File: src/rtl/ioctl_word_packer.sv
// Word FIFO for the packer: registered storage, head visible while !empty.
// Latency: a push is visible at dout the cycle after the write edge.
// Backpressure: a push is accepted when not full or when a pop happens in the same cycle.
module ioctl_word_fifo #(
    parameter int WIDTH = 8,
    parameter int DEPTH = 8
) (
    input  logic                     clk_sys,
    input  logic                     reset,
    input  logic                     push,
    input  logic [WIDTH-1:0]         din,
    input  logic                     pop,
    output logic [WIDTH-1:0]         dout,
    output logic                     empty,
    output logic                     full,
    output logic [$clog2(DEPTH):0]   count
);
    localparam int PW = $clog2(DEPTH);
    localparam int CW = PW + 1;

    logic [WIDTH-1:0] mem [DEPTH];
    logic [PW-1:0]    wptr;
    logic [PW-1:0]    rptr;
    logic             do_wr;
    logic             do_rd;

    assign empty = (count == '0);
    assign full  = (count == CW'(DEPTH));
    assign do_rd = pop & ~empty;
    assign do_wr = push & (~full | do_rd);
    assign dout  = mem[rptr];

    always_ff @(posedge clk_sys) begin
        if (reset) begin
            wptr  <= '0;
            rptr  <= '0;
            count <= '0;
        end else begin
            if (do_wr) wptr <= wptr + 1'b1;
            if (do_rd) rptr <= rptr + 1'b1;
            count <= count + CW'(do_wr) - CW'(do_rd);
        end
    end

    always_ff @(posedge clk_sys) begin
        if (do_wr) mem[wptr] <= din;
    end
endmodule

// Packs the byte-wide ioctl download stream into byte-enabled memory words.
// Latency: a completed word is queued at the edge that samples ioctl_wr; mem_req rises the next cycle.
// Backpressure: ioctl_wait registered from FIFO count (>= DEPTH-1); words pushed into a full FIFO are dropped and flag overflow.
module ioctl_word_packer #(
    parameter int DATA_WIDTH = 16,
    parameter int ADDR_WIDTH = 24,
    parameter int FIFO_DEPTH = 8,
    parameter int BIG_ENDIAN = 0
) (
    input  logic                      clk_sys,
    input  logic                      reset,
    input  logic                      ioctl_download,
    input  logic                      ioctl_wr,
    input  logic [24:0]               ioctl_addr,
    input  logic [7:0]                ioctl_dout,
    output logic                      ioctl_wait,
    output logic                      mem_req,
    output logic [ADDR_WIDTH-1:0]     mem_addr,
    output logic [DATA_WIDTH-1:0]     mem_data,
    output logic [DATA_WIDTH/8-1:0]   mem_be,
    input  logic                      mem_ack,
    output logic                      overflow,
    output logic                      busy
);
    localparam int BPW  = DATA_WIDTH / 8;
    localparam int OFFS = $clog2(BPW);
    localparam int OFFW = (OFFS > 0) ? OFFS : 1;
    localparam int EW   = ADDR_WIDTH + DATA_WIDTH + BPW;
    localparam int CW   = $clog2(FIFO_DEPTH) + 1;

    logic                  dl_q;
    logic                  dl_rise;
    logic                  dl_fall;
    logic                  wr_en;

    logic                  asm_vld;
    logic [ADDR_WIDTH-1:0] asm_addr;
    logic [DATA_WIDTH-1:0] asm_dat;
    logic [BPW-1:0]        asm_be;
    logic                  flush_pend;

    logic [OFFW-1:0]       off;
    logic [OFFW-1:0]       lane;
    logic [ADDR_WIDTH-1:0] waddr;
    logic [DATA_WIDTH-1:0] lane_dat;
    logic [DATA_WIDTH-1:0] lane_msk;
    logic [BPW-1:0]        lane_be;
    logic                  same_word;
    logic [DATA_WIDTH-1:0] mrg_dat;
    logic [BPW-1:0]        mrg_be;
    logic                  disc_push;
    logic                  cmpl_push;
    logic                  flush_push;

    logic                  push;
    logic [EW-1:0]         push_dat;
    logic                  pop;
    logic                  drop;
    logic [EW-1:0]         head;
    logic                  fifo_empty;
    logic                  fifo_full;
    logic [CW-1:0]         fifo_count;
    logic                  wait_q;
    logic                  ovf_q;

    assign dl_rise = ioctl_download & ~dl_q;
    assign dl_fall = ~ioctl_download & dl_q;
    assign wr_en   = ioctl_wr & ioctl_download;

    // Byte lane placement; a rising download edge makes the assembly look empty.
    always_comb begin
        off       = ioctl_addr[OFFW-1:0] & OFFW'(BPW - 1);
        lane      = (BIG_ENDIAN != 0) ? (OFFW'(BPW - 1) - off) : off;
        waddr     = ADDR_WIDTH'(ioctl_addr >> OFFS);
        lane_dat  = DATA_WIDTH'(ioctl_dout) << {lane, 3'b000};
        lane_msk  = DATA_WIDTH'(8'hFF) << {lane, 3'b000};
        lane_be   = BPW'(1) << lane;
        same_word = asm_vld & ~dl_rise & (asm_addr == waddr);
        mrg_dat   = lane_dat;
        mrg_be    = lane_be;
        if (same_word) begin
            mrg_dat = (asm_dat & ~lane_msk) | lane_dat;
            mrg_be  = asm_be | lane_be;
        end
        disc_push  = wr_en & asm_vld & ~dl_rise & ~same_word;
        cmpl_push  = wr_en & (mrg_be == {BPW{1'b1}});
        flush_push = flush_pend & asm_vld & ~ioctl_download & (~fifo_full | pop);
    end

    // At most one push source per cycle: a fresh byte cannot complete a multi-byte word.
    always_comb begin
        push     = disc_push | cmpl_push | flush_push;
        push_dat = {asm_addr, asm_dat, asm_be};
        if (!disc_push && cmpl_push) begin
            push_dat = {waddr, mrg_dat, mrg_be};
        end
        pop  = ~fifo_empty & mem_ack;
        drop = push & fifo_full & ~pop;
    end

    ioctl_word_fifo #(
        .WIDTH (EW),
        .DEPTH (FIFO_DEPTH)
    ) u_fifo (
        .clk_sys (clk_sys),
        .reset   (reset),
        .push    (push),
        .din     (push_dat),
        .pop     (pop),
        .dout    (head),
        .empty   (fifo_empty),
        .full    (fifo_full),
        .count   (fifo_count)
    );

    always_ff @(posedge clk_sys) begin
        if (reset) begin
            dl_q       <= 1'b0;
            wait_q     <= 1'b0;
            ovf_q      <= 1'b0;
            asm_vld    <= 1'b0;
            asm_addr   <= '0;
            asm_dat    <= '0;
            asm_be     <= '0;
            flush_pend <= 1'b0;
        end else begin
            dl_q   <= ioctl_download;
            wait_q <= (fifo_count >= CW'(FIFO_DEPTH - 1));

            if (drop) begin
                ovf_q <= 1'b1;
            end else if (dl_rise) begin
                ovf_q <= 1'b0;
            end

            if (wr_en) begin
                if (cmpl_push) begin
                    asm_vld <= 1'b0;
                end else begin
                    asm_vld  <= 1'b1;
                    asm_addr <= waddr;
                    asm_dat  <= mrg_dat;
                    asm_be   <= mrg_be;
                end
            end else if (dl_rise || flush_push) begin
                asm_vld <= 1'b0;
            end

            if (dl_rise) begin
                flush_pend <= 1'b0;
            end else if (dl_fall && asm_vld) begin
                flush_pend <= 1'b1;
            end else if (flush_push || !asm_vld) begin
                flush_pend <= 1'b0;
            end
        end
    end

    assign ioctl_wait = wait_q;
    assign overflow   = ovf_q;
    assign mem_req    = ~fifo_empty;
    assign {mem_addr, mem_data, mem_be} = fifo_empty ? '0 : head;
    assign busy       = ioctl_download | asm_vld | flush_pend | ~fifo_empty;
endmodule

File: config.mk
export PLATFORM = sky130hd
export DESIGN_NAME = ioctl_word_packer
export DESIGN_NICKNAME = d
export VERILOG_FILES = /design/src/rtl/ioctl_word_packer.sv
export SDC_FILE = /design/constraint.sdc
export NUM_CORES = 1
export LEC_CHECK = 0
export BUFFER_PORTS_ARGS = -buffer_cell sky130_fd_sc_hd__buf_2
export CAP_MARGIN = 10
export CORE_MARGIN = 5
export CORE_UTILIZATION = 35
export CTS_CLUSTER_SIZE = 20
export DETAILED_ROUTE_END_ITERATION = 6
export REMOVE_ABC_BUFFERS = 1
export SYNTH_ARGS = -nofsm -noshare
export SYNTH_HDL_FRONTEND = slang
export SYNTH_HIERARCHICAL = 1
export SYNTH_SLANG_ARGS = --single-unit
File: constraint.sdc
create_clock -name clk_sys -period 7.7 [get_ports clk_sys]
set_clock_uncertainty 0.1 [all_clocks]
set_input_delay 1.155 -clock clk_sys [delete_from_list [all_inputs] [get_ports clk_sys]]
set_output_delay 1.155 -clock clk_sys [all_outputs]
set_load 0.005 [all_outputs]
Word-level counts from Yosys, hierarchy flattened --
Memories as Yosys holds them, arrays and structs flattened. A register that Yosys moved wholly into a read port is not among the register bits. Index checks and enable logic that the tools add are counted.
Cells by class: add/sub/neg operators 4, $mul 0, divide/modulo/power cells 0, order comparisons 1, equal/unequal tests 3, shifts and indexed selects 3, multiplexer cells 15, bitwise logic cells 36, reduce and logical (&&, ||, !) cells 12
Operators by type and width (number):
- 2-to-1 mux 42 bit | 2
- == test 24 bit | 1
- AND 1 bit | 17
- AND 16 bit | 1
- 2-to-1 mux 16 bit | 1
- NOT 16 bit | 1
- bitwise OR 16 bit | 1
- left shift 8 x 4 -> 16 bit | 1
- left shift 8 x 4 -> 16 bit, first input constant | 1
- 2-to-1 mux 1 bit | 9
- NOT 1 bit | 8
- bitwise OR 1 bit | 7
- adder 3 x 1 -> 3 bit, second input constant | 2
- 2-to-1 mux 3 bit | 2
- nonzero test 2 bit | 3
- adder 4 x 1 -> 4 bit | 1
- == test 4 bit, second input constant | 1
- greater-or-equal comparator 4 x 3 -> 1 bit, second input constant | 1
- logical NOT 4 bit | 1
- subtractor 4 x 1 -> 4 bit | 1
- == test 2 bit, second input constant | 1
- logical AND 1 bit | 2
- logical NOT 1 bit | 2
- logical OR 1 bit | 2
- 5 further kinds | 5
Word-level totals: register bits after elaboration 57, bits in latches 0, memory bits (writable) 336, memory bits (read-only) 0, input port bits 38, output and inout bits 46, word-level logic and storage cells 86, memories 1
Memory list:
- u_fifo.mem | depth 8, width 42, read ports 1, clocked after memory_dff 1, write ports 1, RTL line 21 | logic [WIDTH-1:0] mem [DEPTH];

Logic depth before layout (Yosys ltp) --
word-level depth 13, depth in mapped cells 16

By module --
The synthesis kept the hierarchy.
Modules (own cells, without submodules):
- ioctl_word_fifo | times used 1, cells an instance 575, area an instance 13384.1 um^2, seq. area each 10349.9 um^2
- ioctl_word_packer | times used 1, cells an instance 291, area an instance 2643.8 um^2, seq. area each 940.9 um^2

Least setup slack after synthesis --
Ideal clock, no wire load.
kind input -> register, start input ioctl_addr[21], end memory u_fifo/mem[1][0] (netlist name), enable pin, arrival 6415 ps, required time 7054 ps, setup slack 639 ps, stages 9, path through xnor2_1 -> nand4_1 -> nor3_1 -> nand3_1 -> o211ai_1 -> o21ai_0 -> clkbuf_1 -> nand2_1 -> nor4_1
On the way: cells in the longest elaborated chain, start to end 10, elaborated cells on any way between the ends 12, classes of those cells eq/ne: 2; mux: 3; bitwise: 7
RTL lines:
- start: declaration | RTL line 63 | input logic [24:0] ioctl_addr,
- == test 24 bit * | RTL line 127 | same_word = asm_vld & ~dl_rise & (asm_addr == waddr);
- AND 1 bit * | RTL line 127
- 2-to-1 mux 2 bit | RTL line 130 | if (same_word) begin
- == test 2 bit | RTL line 135 | cmpl_push = wr_en & (mrg_be == {BPW{1'b1}});
- AND 1 bit | RTL line 135
- bitwise OR 1 bit * (2 in series) | RTL line 141 | push = disc_push | cmpl_push | flush_push;
- via push | RTL line 104 | logic push;
- AND 1 bit * | RTL line 30 | assign do_wr = push & (~full | do_rd);
- 2-to-1 mux 1 bit * | RTL line 46 | if (do_wr) mem[wptr] <= din;
- 2-to-1 mux 1 bit (implied by the code) * | RTL line 46
- end: declaration | RTL line 21
The timed path passes the listed nets; every way through them passes the cells marked *.

==> summary.md <==
| Metric | Value |
|---|---|
| Compound-Gate Fraction of Synth Area | `0.0196` |
| DPL Wire Length | `between 15000 and 20000 µm` |
| Syn Area/Cell | `roughly 19 µm²` |
| Multi-input gate area | `~4400 µm²` |
| Cell Pwr Density | `274 nW/µm²` |
| Leakage power | `between 6 and 7 nW` |
| Commonest cells post-synth | `edfxtp_1 (336), mux4_2 (84), dfxtp_1 (60)` |
| Layout cells sized above 1 | `0.330` |
| Crit start category | `register` |
| FP Rows | `78` |
| Highest Clock Rate | `between 200 and 250 MHz` |
| Mapped Area | `around 16000 µm²` |
| Final Hold Fails | `0` |
| Flops & latches, synth | `just under 400` |
| WL met2 | `15800 µm` |
| Crit-path max cell delay | `about 0.81 ns` |
| Worst-Margin Slew | `slightly below 1 ns` |
| Post-synth top area cell | `edfxtp_1` |
| Via density | `a little under 5` |
| DRC | `0` |
| Final Power | `5.03 mW` |
| Fin cells | `~1600` |
| Placed instance count | `1505` |
| Status | `finished clean` |
| Drt pass-1 iters | `4` |
| Final core occ | `0.405` |
| Most common cell in the netlist | `edfxtp_1` |
| Post-CTS setup repair buffer count | `0` |
| Critical Path RT | `between 6 and 7 ns` |
| Cells after Synth | `between 800 and 900` |
| IO Port Bufs | `83` |
| TritonCTS clock tree | `done` |
| Met1 wire length | `about 16000 µm` |
| DR vias | `slightly below 8000` |
| Crit path DAT | `~3.0 ns` |
| Nets@finish | `around 990` |
| Slowest cell on crit path | `buf_4` |
| Fin crit share | `0.550` |
| Critical R2R Launch | `u_fifo/count[2]` |
| Global route overflow | `0` |
| Worst hold path class | `register to register` |
| Critical Path End | `mem_addr[0]` |
| Final setup TNS | `0 ns` |
| Fin. max-slew vios | `0` |
| H-tree Lvls | `2` |
| Global-route wire length before repair | `about 52000 µm` |
| I/O pin cnt | `between 80 and 90` |
| Maxcap violations | `0` |
| Min-delay src | `asm_dat[8]` |
| Worst-path fanout max | `slightly above 60` |
| WL per Instance | `21.5 µm` |
| Final wirelength | `34000 µm` |
| Crit-path cells | `buf_4 > mux4_2 > mux2_2 > nor2b_1 > buf_2` |
| CTS clk-pin slew, worst paths | `about 0.06 ns` |
| Worst Reg-to-Reg Cells | `11` |
| Worst IR Drop VDD | `0.000203 V` |
| Vias in the first global route | `around 8300` |
| Drt first-iter violations | `between 400 and 500` |
| Cts-stage hold buffer count | `0` |
| Minimum clock period after layout | `4.23 ns` |
| Die Wd | `roughly 220 µm` |
| XOR/XNOR Fraction of Synth Area | `0.0137` |
| Setup crit end kind | `output pin` |
| R2R Path End | `u_fifo/mem[0][37]` |
| Die Height | `around 220 µm` |
| R2R Setup Slk | `4.25 ns` |
| Synth Area in Simple Gates | `0.0555` |
| Async set or reset register ratio after synthesis | `0` |
| CTS Buf Count | `41` |
| Critical path type | `register to output pin` |
| Mux cell area share after synthesis | `0.177` |
| Placer's final routability congestion estimate | `just over 0.7` |
| Synth Flop Type | `edfxtp_1` |
| Root buffer cell | `clkbuf_16` |
| Largest family of logic cells by synthesized area | `multiplexers` |
| Area delta synth->final | `14.6%` |
| Post-CTS Resized | `0` |
| Max Used Layer | `met5` |
| Slew margin rel. | `0.355` |
| Die ar. | `50200 µm²` |
| Synth top area share | `0.630` |
| YS warnings | `6` |
| Number of fill cells | `4075` |
| Initial core utilization | `0.353` |
| RSZ-0062 raised after global routing | `false` |
| Clk_lat worst skew | `~0.53 ns` |
| Initial antenna violation count | `4` |
| Number of antenna-violating nets in the routed design | `0` |
| Register Area | `between 10000 and 15000 µm²` |
| Largest net degree at the start of global routing | `63` |
| Sequential share of the synthesized area | `0.704` |
| Met3 wire length | `about 1500 µm` |
| GRT Overall Usage | `0.136` |
| Core area | `roughly 45000 µm²` |
| Synth Area in Adders | `0.00671` |
| Top cells by area, synth | `edfxtp_1 (63%), mux4_2 (12%), dfxtp_1 (7.5%), mux2_2 (4.1%), nor2b_1 (1.9%)` |
| Library cells used by synthesis | `57` |
| Bufs on Longest Clock Path | `3` |
| Post-synth EDFFs | `about 340` |
| CTS sink cnt | `between 300 and 400` |
| Setup-failing EPs final | `0` |
## critical path, delay by kind of cell (launching register included)
| kind | cells | cell delay, ns |
|---|---|---|
| multiplexers | 2 | 0.74 |
| flip-flops | 1 | 0.59 |
| AND/OR/NAND/NOR | 1 | 0.15 |
| buffers and inverters | 2 | 0.96 |
## through the flow
step	cell area, µm²	setup WS, ns	hold WS [ns]
after global placement	17100	3.50	0.351
final	18400	3.47	0.369
after global routing	18400	3.25	0.382
after detailed placement	17100	3.45	0.353
after floorplan	15700	0.398	0.337
after CTS	18400	3.36	0.371
## sequential cells by signal, summed over array words and instances, names as in the netlist, 2 cells and up, named ones only
signal / count
u_fifo/mem: 336
asm_addr: 24
asm_dat: 16
u_fifo/count: 4
u_fifo/rptr: 3
u_fifo/wptr: 3
asm_be: 2
## layer usage
layer / vias to the layer above / GRT usage
met4: 2 / 0.0312
met3: 41 / 0.0246
li1: 3568 / -
met2: 147 / 0.216
met5: - / 0
met1: 4039 / 0.198
## cells by family after synthesis
logic type / count (synthesis)
compound gates: 41
xor+xnor: 25
fa+ha+maj: 8
buf+inv: 74
flops: 396
mux: 171
simple gates: 151
## report_power, final
group | internal [mW] | switching (mW) | total, mW
clock | 1.09 | 0.782 | 1.87
sequential | 2.35 | 0.0883 | 2.44
combinational | 0.352 | 0.373 | 0.725
total | 3.79 | 1.24 | 5.03
## worst min path at each step
stage               depth (start not counted)          to  slack (ns)
CTS                                         1  asm_dat[8]        0.37
global route                                1  asm_dat[0]        0.38
finish                                      1  asm_dat[8]        0.37
detailed placement                          1  asm_dat[8]        0.35
global placement                            1  asm_dat[1]        0.35
floorplan                                   1  asm_dat[0]        0.34
## layout by cell type (no fill, tap or decap), types with 6 or more instances in the layout
cell / netlist / final
dfxtp_1: 60 / 57
nor2_1: 35 / 35
buf_4: 3 / 20
clkinv_1: 0 / 8
mux4_2: 84 / 84
o21ai_0: 6 / 6
mux2_2: 59 / 59
nand2_1: 11 / 11
clkbuf_16: 0 / 43
a22o_1: 16 / 16
mux2i_1: 26 / 26
nand2b_1: 10 / 10
clkbuf_1: 42 / 13
xnor2_1: 24 / 24
nand4_1: 7 / 7
edfxtp_1: 336 / 336
buf_2: 9 / 83
nand3_1: 6 / 6
inv_1: 10 / 10
nor2b_1: 49 / 49
ha_1: 7 / 7
nor3_2: 1 / 7
## layout make-up
| type | count | share of cell area |
|---|---|---|
| diodes | 1 | 0.000136 |
| clock buffers | 59 | 0.0635 |
| clock inverters | 17 | 0.00607 |
| inverters | 10 | 0.00204 |
| multi-input cells | 396 | 0.241 |
| flip-flops and latches | 396 | 0.616 |
| well taps | 600 | 0.0409 |
| repair buffers | 103 | 0.0308 |
Note: power is estimated with default switching activity, not from simulation.
